<file path="src/rtl/debounce_ctrl.sv">
// Debounce controller: per-channel synchronizer + STABLE/PENDING FSM sharing one prescaler tick.
// Optional sticky event flags (event_o / clear_i) are enabled by defining DEBOUNCE_CTRL_STICKY_EN.
module debounce_ctrl #(
  parameter int unsigned NumInputs    = 4,
  parameter int unsigned SyncStages   = 2,
  parameter logic        InitialValue = 1'b1,
  parameter int unsigned TickDiv      = 12000,
  parameter int unsigned StableTicks  = 8
) (
  input  logic                 clk_i,
  input  logic                 rst_i,
  input  logic                 enable_i,
  input  logic [NumInputs-1:0] raw_i,
  output logic [NumInputs-1:0] level_o,
  output logic [NumInputs-1:0] rise_o,
  output logic [NumInputs-1:0] fall_o,
`ifdef DEBOUNCE_CTRL_STICKY_EN
  input  logic [NumInputs-1:0] clear_i,
  output logic [NumInputs-1:0] event_o,
`endif
  output logic                 tick_o
);

  localparam int unsigned PrescW = $clog2(TickDiv);
  localparam int unsigned CntW   = $clog2(StableTicks + 1);

  localparam logic [PrescW-1:0] PrescLast = PrescW'(TickDiv - 1);
  localparam logic [CntW-1:0]   CntAccept = CntW'(StableTicks - 1);

  typedef enum logic {
    ST_STABLE  = 1'b0,
    ST_PENDING = 1'b1
  } state_e;

  logic [PrescW-1:0] r_presc;
  logic              r_tick;
  logic              w_tick;

  // Channels consume the combinational tick so enable_i freezes counting in
  // the same cycle; tick_o is a registered copy for observation only.
  assign w_tick = enable_i && (r_presc == PrescLast);
  assign tick_o = r_tick;

  // NOTE: sequential state uses non-blocking assignments so every flop samples
  // pre-edge values regardless of process evaluation order.
  always_ff @(posedge clk_i or posedge rst_i) begin
    if (rst_i) begin
      r_presc <= '0;
      r_tick  <= 1'b0;
    end else begin
      r_tick <= w_tick;
      if (w_tick) begin
        r_presc <= '0;
      end else if (enable_i) begin
        r_presc <= r_presc + PrescW'(1);
      end
    end
  end

  for (genvar n = 0; n < NumInputs; n++) begin : g_ch
    logic [SyncStages-1:0] r_sync;
    logic                  w_sync;
    state_e                r_state;
    state_e                w_state_nxt;
    logic [CntW-1:0]       r_cnt;
    logic [CntW-1:0]       w_cnt_nxt;
    logic                  r_level;
    logic                  r_rise;
    logic                  r_fall;
    logic                  w_accept;
    logic                  w_rise_nxt;
    logic                  w_fall_nxt;

    // Synchronizer chain; only its last stage feeds the FSM.
    always_ff @(posedge clk_i or posedge rst_i) begin
      if (rst_i) begin
        r_sync <= {SyncStages{InitialValue}};
      end else begin
        r_sync <= {r_sync[SyncStages-2:0], raw_i[n]};
      end
    end

    assign w_sync = r_sync[SyncStages-1];

    // State register, including the registered level and edge pulses.
    always_ff @(posedge clk_i or posedge rst_i) begin
      if (rst_i) begin
        r_state <= ST_STABLE;
        r_cnt   <= '0;
        r_level <= InitialValue;
        r_rise  <= 1'b0;
        r_fall  <= 1'b0;
      end else begin
        r_state <= w_state_nxt;
        r_cnt   <= w_cnt_nxt;
        r_level <= r_level ^ w_accept;
        r_rise  <= w_rise_nxt;
        r_fall  <= w_fall_nxt;
      end
    end

    // Next-state logic. A revert to the current level always wins, even on an
    // accepting tick or while enable_i is low.
    always_comb begin
      // NOTE: default assignments first keep this combinational process
      // latch-free on every path through the case.
      w_state_nxt = r_state;
      w_cnt_nxt   = r_cnt;
      case (r_state)
        ST_STABLE: begin
          if (w_sync != r_level) begin
            w_state_nxt = ST_PENDING;
            w_cnt_nxt   = '0;
          end
        end
        ST_PENDING: begin
          if (w_sync == r_level) begin
            w_state_nxt = ST_STABLE;
            w_cnt_nxt   = '0;
          end else if (w_tick) begin
            if (r_cnt == CntAccept) begin
              w_state_nxt = ST_STABLE;
              w_cnt_nxt   = '0;
            end else begin
              w_cnt_nxt = r_cnt + CntW'(1);
            end
          end
        end
        default: begin
          w_state_nxt = ST_STABLE;
          w_cnt_nxt   = '0;
        end
      endcase
    end

    // Output decode: acceptance toggles the level and picks exactly one pulse.
    always_comb begin
      w_accept = 1'b0;
      if ((r_state == ST_PENDING) && (w_sync != r_level) && w_tick
          && (r_cnt == CntAccept)) begin
        w_accept = 1'b1;
      end
      w_rise_nxt = w_accept & ~r_level;
      w_fall_nxt = w_accept & r_level;
    end

    assign level_o[n] = r_level;
    assign rise_o[n]  = r_rise;
    assign fall_o[n]  = r_fall;

`ifdef DEBOUNCE_CTRL_STICKY_EN
    logic r_event;

    // Set has priority over clear so an edge coinciding with a clear is kept.
    always_ff @(posedge clk_i or posedge rst_i) begin
      if (rst_i) begin
        r_event <= 1'b0;
      end else if (r_rise || r_fall) begin
        r_event <= 1'b1;
      end else if (clear_i[n]) begin
        r_event <= 1'b0;
      end
    end

    assign event_o[n] = r_event;
`endif
  end

endmodule

</file>
<file path="config.mk">
export PLATFORM = sky130hd
export DESIGN_NAME = debounce_ctrl
export DESIGN_NICKNAME = d
export VERILOG_FILES = /design/src/rtl/debounce_ctrl.sv
export SDC_FILE = /design/constraint.sdc
export NUM_CORES = 1
export LEC_CHECK = 0
export CAP_MARGIN = 20
export CORE_ASPECT_RATIO = 0.5
export CORE_UTILIZATION = 60
export CTS_BUF_LIST = sky130_fd_sc_hd__clkbuf_4 sky130_fd_sc_hd__clkbuf_8
export DETAILED_ROUTE_END_ITERATION = 8
export PLACE_DENSITY = 0.82
export SLEW_MARGIN = 20
export SYNTH_ARGS = -nofsm -noshare
export SYNTH_HDL_FRONTEND = slang
export SYNTH_SLANG_ARGS = --single-unit
</file>
<file path="constraint.sdc">
create_clock -name clk_i -period 2.75 [get_ports clk_i]
set_input_delay 0.55 -clock clk_i [delete_from_list [all_inputs] [get_ports clk_i]]
set_output_delay 0.55 -clock clk_i [all_outputs]
set_load 0.005 [all_outputs]
</file>
# [Word level (Yosys, flattened, before mapping)]
# Index checks and enable logic that the tools add are counted.
[word_totals] register_bits=55 latchBits=0 ram_bits=0 rom_bits=0 input_bits=7 out_inout_bits=13 mem_count=0
[op_classes] add_sub_neg=5 mul=0 div_mod_pow=0 n_lt_le_gt_ge=0 eq_ne=21 shift=0 muxes=46 bitwise_logic=20 reduce_logical=18
[ops] cell="$mux W4" count=16
[ops] cell="$pmux W4 S2" count=4
[ops] cell="$mux W14" count=2
[ops] cell="$mux W1" count=20
[ops] cell="$add A4 B1 Y4 const B" count=4
[ops] cell="$eq A4 B3 Y1 const B" count=4
[ops] cell="$add A14 B1 Y14 const B" count=1
[ops] cell="$eq A14 B14 Y1 const B" count=1
[ops] cell="$logic_and A1 B1 Y1" count=13
[ops] cell="$ne A3 B2 Y1 const B" count=4
[ops] cell="$and A1 B1 Y1" count=8
[ops] cell="$ne A2 B2 Y1 const B" count=4
[ops] cell="$not A1 Y1" count=8
[ops] cell="$pmux W1 S2" count=4
[ops] cell="$reduce_and A2 Y1" count=4
[ops] cell="$eq A1 B1 Y1" count=4
[ops] cell="$ne A1 B1 Y1" count=4
[ops] cell="$xor A1 B1 Y1" count=4
[ops] cell="$reduce_bool A2 Y1" count=1

# [Logic depth before layout (Yosys ltp)]
[logic_depth] word_depth=6 depth_mapped=10 depth_no_buf=8

# [Worst setup path before layout]
# No wires, ideal clock.
[synth_timing] path_kind="input to register" startpoint="in enable_i" endpoint="reg g_ch[3].r_level" arrival_ps=2312 slack_ps=380 path_stages=10 path_cell_list="clkbuf_1 -> nand4_1 -> or4_1 -> buf_6 -> inv_2 -> buf_6 -> nand2_1 -> nor3_1 -> ha_1 -> inv_1"
[synth_via] elab_chain_len=5
[synth_rtl] item="from (decl)" line="12" text="input logic enable_i,"
[synth_rtl] item="$logic_and A1 B1 Y1" line="41" text="assign w_tick = enable_i && (r_presc == PrescLast);"
[synth_rtl] item="$logic_and A1 B1 Y1" line="139" text="if ((r_state == ST_PENDING) && (w_sync != r_level) && w_tick"
[synth_rtl] item="$logic_and A1 B1 Y1" line="140" text="&& (r_cnt == CntAccept)) begin"
[synth_rtl] item="$mux W1" line="139"
[synth_rtl] item="$xor A1 B1 Y1" line="96" text="r_level <= r_level ^ w_accept;"
[synth_rtl] item="to (signal assigned)" line="90" text="r_level <= InitialValue;"
[synth_rtl] item="to (signal assigned)" line="96"
[synth_rtl] item="to (decl)" line="67" text="logic r_level;"
# No other way between the ends.
# A chain may end at the register's enable or synchronous reset.

# [Worst setup path in the final report]
[layout_timing] startpoint="reg r_presc[5]" endpoint="reg g_ch[0].r_level"
[layout_via] elab_chain_len=6
[layout_rtl] item="from (decl)" line="35" text="logic [PrescW-1:0] r_presc;"
[layout_rtl] item="from (signal assigned)" line="55" text="r_presc <= r_presc + PrescW'(1);"
[layout_rtl] item="$eq A14 B14 Y1" line="41"
[layout_rtl] item="$logic_and A1 B1 Y1" line="41"
[layout_rtl] item="$logic_and A1 B1 Y1" line="139"
[layout_rtl] item="$logic_and A1 B1 Y1" line="140"
[layout_rtl] item="$mux W1" line="139"
[layout_rtl] item="$xor A1 B1 Y1" line="96"
[layout_rtl] item="to (signal assigned)" line="90"
[layout_rtl] item="to (signal assigned)" line="96"
[layout_rtl] item="to (decl)" line="67"
# No other way between the ends.

==> summary.txt <==
Status
  • Status: completed

Setup path
  • Critical Path End: g_ch[0].r_level
  • Critical path origin: r_presc[5]
  • Reg2reg start: r_presc[5]
  • R2r worst-path depth: 7
  • CP Data Required Time: about 3000 ps
  • CP max FO: 9
  • Crit path arrival time: around 2600 ps
  • CP Class: flop to flop
  • Reg2reg setup slack: 400 ps
  • Crit end category: flop
  • Startpoint types: flop
  • Worst r2r dst: g_ch[0].r_level

STA
  • Fin crit share: 0.856
  • Fin crit period: between 2000 and 2500 ps
  • Worst clock skew: 4.22 ps
  • Worst-Margin Slew: about 480 ps
  • Worst hold slack: approximately 360 ps
  • # setup viols final: 0
  • RSZ-0062 raised after global routing: false
  • Final worst setup slack: 395 ps
  • Peak Freq: 425 MHz
  • Final Hold Fails: 0
  • Max-slew headroom: 0.677
  • Setup TNS: 0 ps
  • Pins over their slew limit: 0

Synthesis
  • Combinational family with the most area after synthesis: simple AND/OR/NAND/NOR gates
  • Post-synthesis area per instance: approximately 11 um2
  • Multiplexer area fraction after synthesis: 0.0190
  • Adder-cell share of the synthesized area: 0.0619
  • EDFF count, synth: 0
  • Yosys reg bits: between 50 and 60
  • Synth Area in Simple Gates: 0.176
  • Syn nets: roughly 260
  • Synthesized netlist cell count: around 240
  • Yosys warns: 0
  • Dominant synthesized flop cell: dfrtp_1
  • Register area share after synthesis: 0.529
  • Compound-Gate Fraction of Synth Area: 0.0947
  • Xor/xnor cell area share of the yosys netlist: 0.0500
  • Ys async rst share: 1.00
  • Mapped cell area: 2630 um2
  • Synth cell types: 42

CTS
  • CTS Hold Bufs: 0
  • Post-CTS Setup Bufs: 0
  • Post-cts repair resize count: 0
  • Worst-path clk slew: roughly 90 ps
  • Clock sink count: 55
  • Max Buffers Root-to-Sink: 2
  • CTS tree: yes
  • Clk_lat worst skew: roughly 300 ps
  • H-tree depth: 2
  • TritonCTS Buffers: 5
  • CTS root buffer: clkbuf_8

Floorplan
  • IO Count: 20
  • Die Area: around 4700 um2
  • Die height: just under 50 um
  • Initial Util: 0.650
  • Rows: 16
  • Die Span X: ~96 um
  • CORE AREA: approximately 4000 um2

Power
  • Switching Share: 0.243
  • Pwr Total: 1440 uW
  • Switching pwr: approximately 350 uW
  • Seq pwr share: 0.635
  • Internal: about 1100 uW
  • Power density of the placed cells: 497 nW/um2
  • Leakage power: about 0.0014 uW
  • Clk pwr share: 0.283
  • Logic gate share of total power: 0.082
  • Worst VDD drop: approximately 0.00039 V

Layout
  • Most frequent cells in the layout: 43 x dfrtp_1, 21 x nand2_1, 21 x nor2_1
  • Antenna Cells: 0
  • Nets: ~280
  • Fillers: between 300 and 400
  • Area Overhead vs Synth: 10.5%
  • Share of layout cells above drive strength 1: 0.123
  • Commonest non-fill, non-tap cell in the layout: dfrtp_1

Route
  • Initial DRC Count: 91
  • Routed Antenna Nets: 0
  • WL/cell: between 10 and 15 um
  • DRT Wirelength: about 4500 um
  • Drt drc: 0
  • Via count of the routed design: 1,834
  • Vias/cell: just under 6
  • Pre-Repair DR Iteration Count: 4

Job
  • Max-cap violations: 0

Min path
  • Hold Path Class: flop to flop
  • Worst Hold Launch: g_ch[1].r_sync[0]

GRT
  • First-pass GRT wire length: between 7000 and 8000 um
  • Number of global-route vias before repair: 1,704
  • Tot GR Track Use: 0.216
  • Total global routing overflow: 0
  • Largest net degree at the start of global routing: 25
  • Antenna violations before repair: 0

Placed design
  • Post-place setup slack: roughly 160 ps
  • Dpl hpwl: roughly 3300 um
  • Port Buffers: 19
  • Gpl congestion: 0.894
==> power groups by stage <==
| stage | Clock (uW) | Combinational (uW) | Sequential, uW |
|---|---|---|---|
| floorplan | 0 | 87.5 | 916 |
| global placement | 0 | 115 | 926 |
| detailed placement | 0 | 119 | 928 |
| CTS | 427 | 120 | 914 |
| global route | 453 | 135 | 921 |
| finish | 408 | 118 | 915 |
==> metal layers <==
layer | vias up | global-route usage | wire length (um) | part of all wire
met5 | - | 0 | 0 | 0
met1 | 898 | 0.272 | 2010 | 0.45
li1 | 873 | - | - | -
met2 | 54 | 0.351 | 2250 | 0.50
met3 | 9 | 0.0639 | 206 | 0.046
met4 | 0 | 0.0871 | 55 | 0.012
==> kinds of logic after synthesis <==
family                     after synthesis
muxes                                    5
xor gates and xnor gates                15
adders and majority gates               13
DFF                                     55
AOI/OAI and AO/OA                       35
buffers and inverters                   32
and+or+nand+nor                         89
==> worst max-delay path, cell delays in order, from the launching register on <==
cell and delay [ps]:
dfrtp_1 450, or4b_1 500, or4_1 480, buf_4 210
nor2_1 190, and2_1 180, ha_1 230, inv_1 60
==> through the flow <==
stage | instances | instance area (um2) | utilization
after detailed placement | 309 | 2830 | 0.699
after floorplan | 244 | 2630 | -
after CTS | 315 | 2900 | 0.718
after global placement | 309 | 2830 | 0.699
after global routing | 315 | 2900 | 0.718
final | 315 | 2900 | 0.718
==> cell type report <==
cell class | instances | area, um2 | area share
Clock buffer | 6 | 76.3 | 0.0263
Inverter | 15 | 56.3 | 0.0194
Multi-Input combinational cell | 157 | 1050 | 0.363
Sequential cell | 55 | 1390 | 0.479
Tap cell | 54 | 67.6 | 0.0233
Timing Repair Buffer | 28 | 258 | 0.0888
==> state kept, by name, summed over array words and instances, names as in the netlist <==
register and count:
g_ch.r_cnt 16, g_ch.r_fall 4, g_ch.r_level 4, g_ch.r_rise 4, g_ch.r_state 4, g_ch.r_sync 8
r_presc 14, tick_o 1
==> synth_stat cells (all sizes together), types with 2 or more instances <==
library cell | n | share of area
dfrtp | 43 | 0.41
nand2 | 21 | 0.030
nor2 | 21 | 0.030
buf | 16 | 0.047
inv | 15 | 0.021
ha | 13 | 0.062
dfstp | 12 | 0.12
nand3 | 12 | 0.023
nand4 | 9 | 0.021
xor2 | 9 | 0.030
and3 | 7 | 0.017
o21ai | 7 | 0.013
xnor2 | 6 | 0.020
mux2i | 5 | 0.019
a22o | 4 | 0.013
a31oi | 4 | 0.0095
and2 | 4 | 0.0095
o22ai | 4 | 0.0095
a21o | 3 | 0.0086
and3b | 3 | 0.010
o221ai | 3 | 0.010
o31ai | 3 | 0.0086
a21oi | 2 | 0.0038
nor4 | 2 | 0.0048
nor4b | 2 | 0.0067
o211ai | 2 | 0.0057
==> how the worst min path moves through the flow <==
| stage | slack (ps) | to | cells after the start |
|---|---|---|---|
| 6_report | 360 | g_ch[1].r_sync[1] | 0 |
| 5_1_grt | 360 | g_ch[1].r_sync[1] | 0 |
| 4_1_cts | 360 | g_ch[1].r_sync[1] | 0 |
| 3_5_place_dp | 350 | g_ch[1].r_sync[1] | 0 |
| 3_3_place_gp | 350 | g_ch[2].r_sync[1] | 0 |
| 2_1_floorplan | 350 | g_ch[0].r_sync[1] | 0 |
Power figures use the tool's default switching activity.
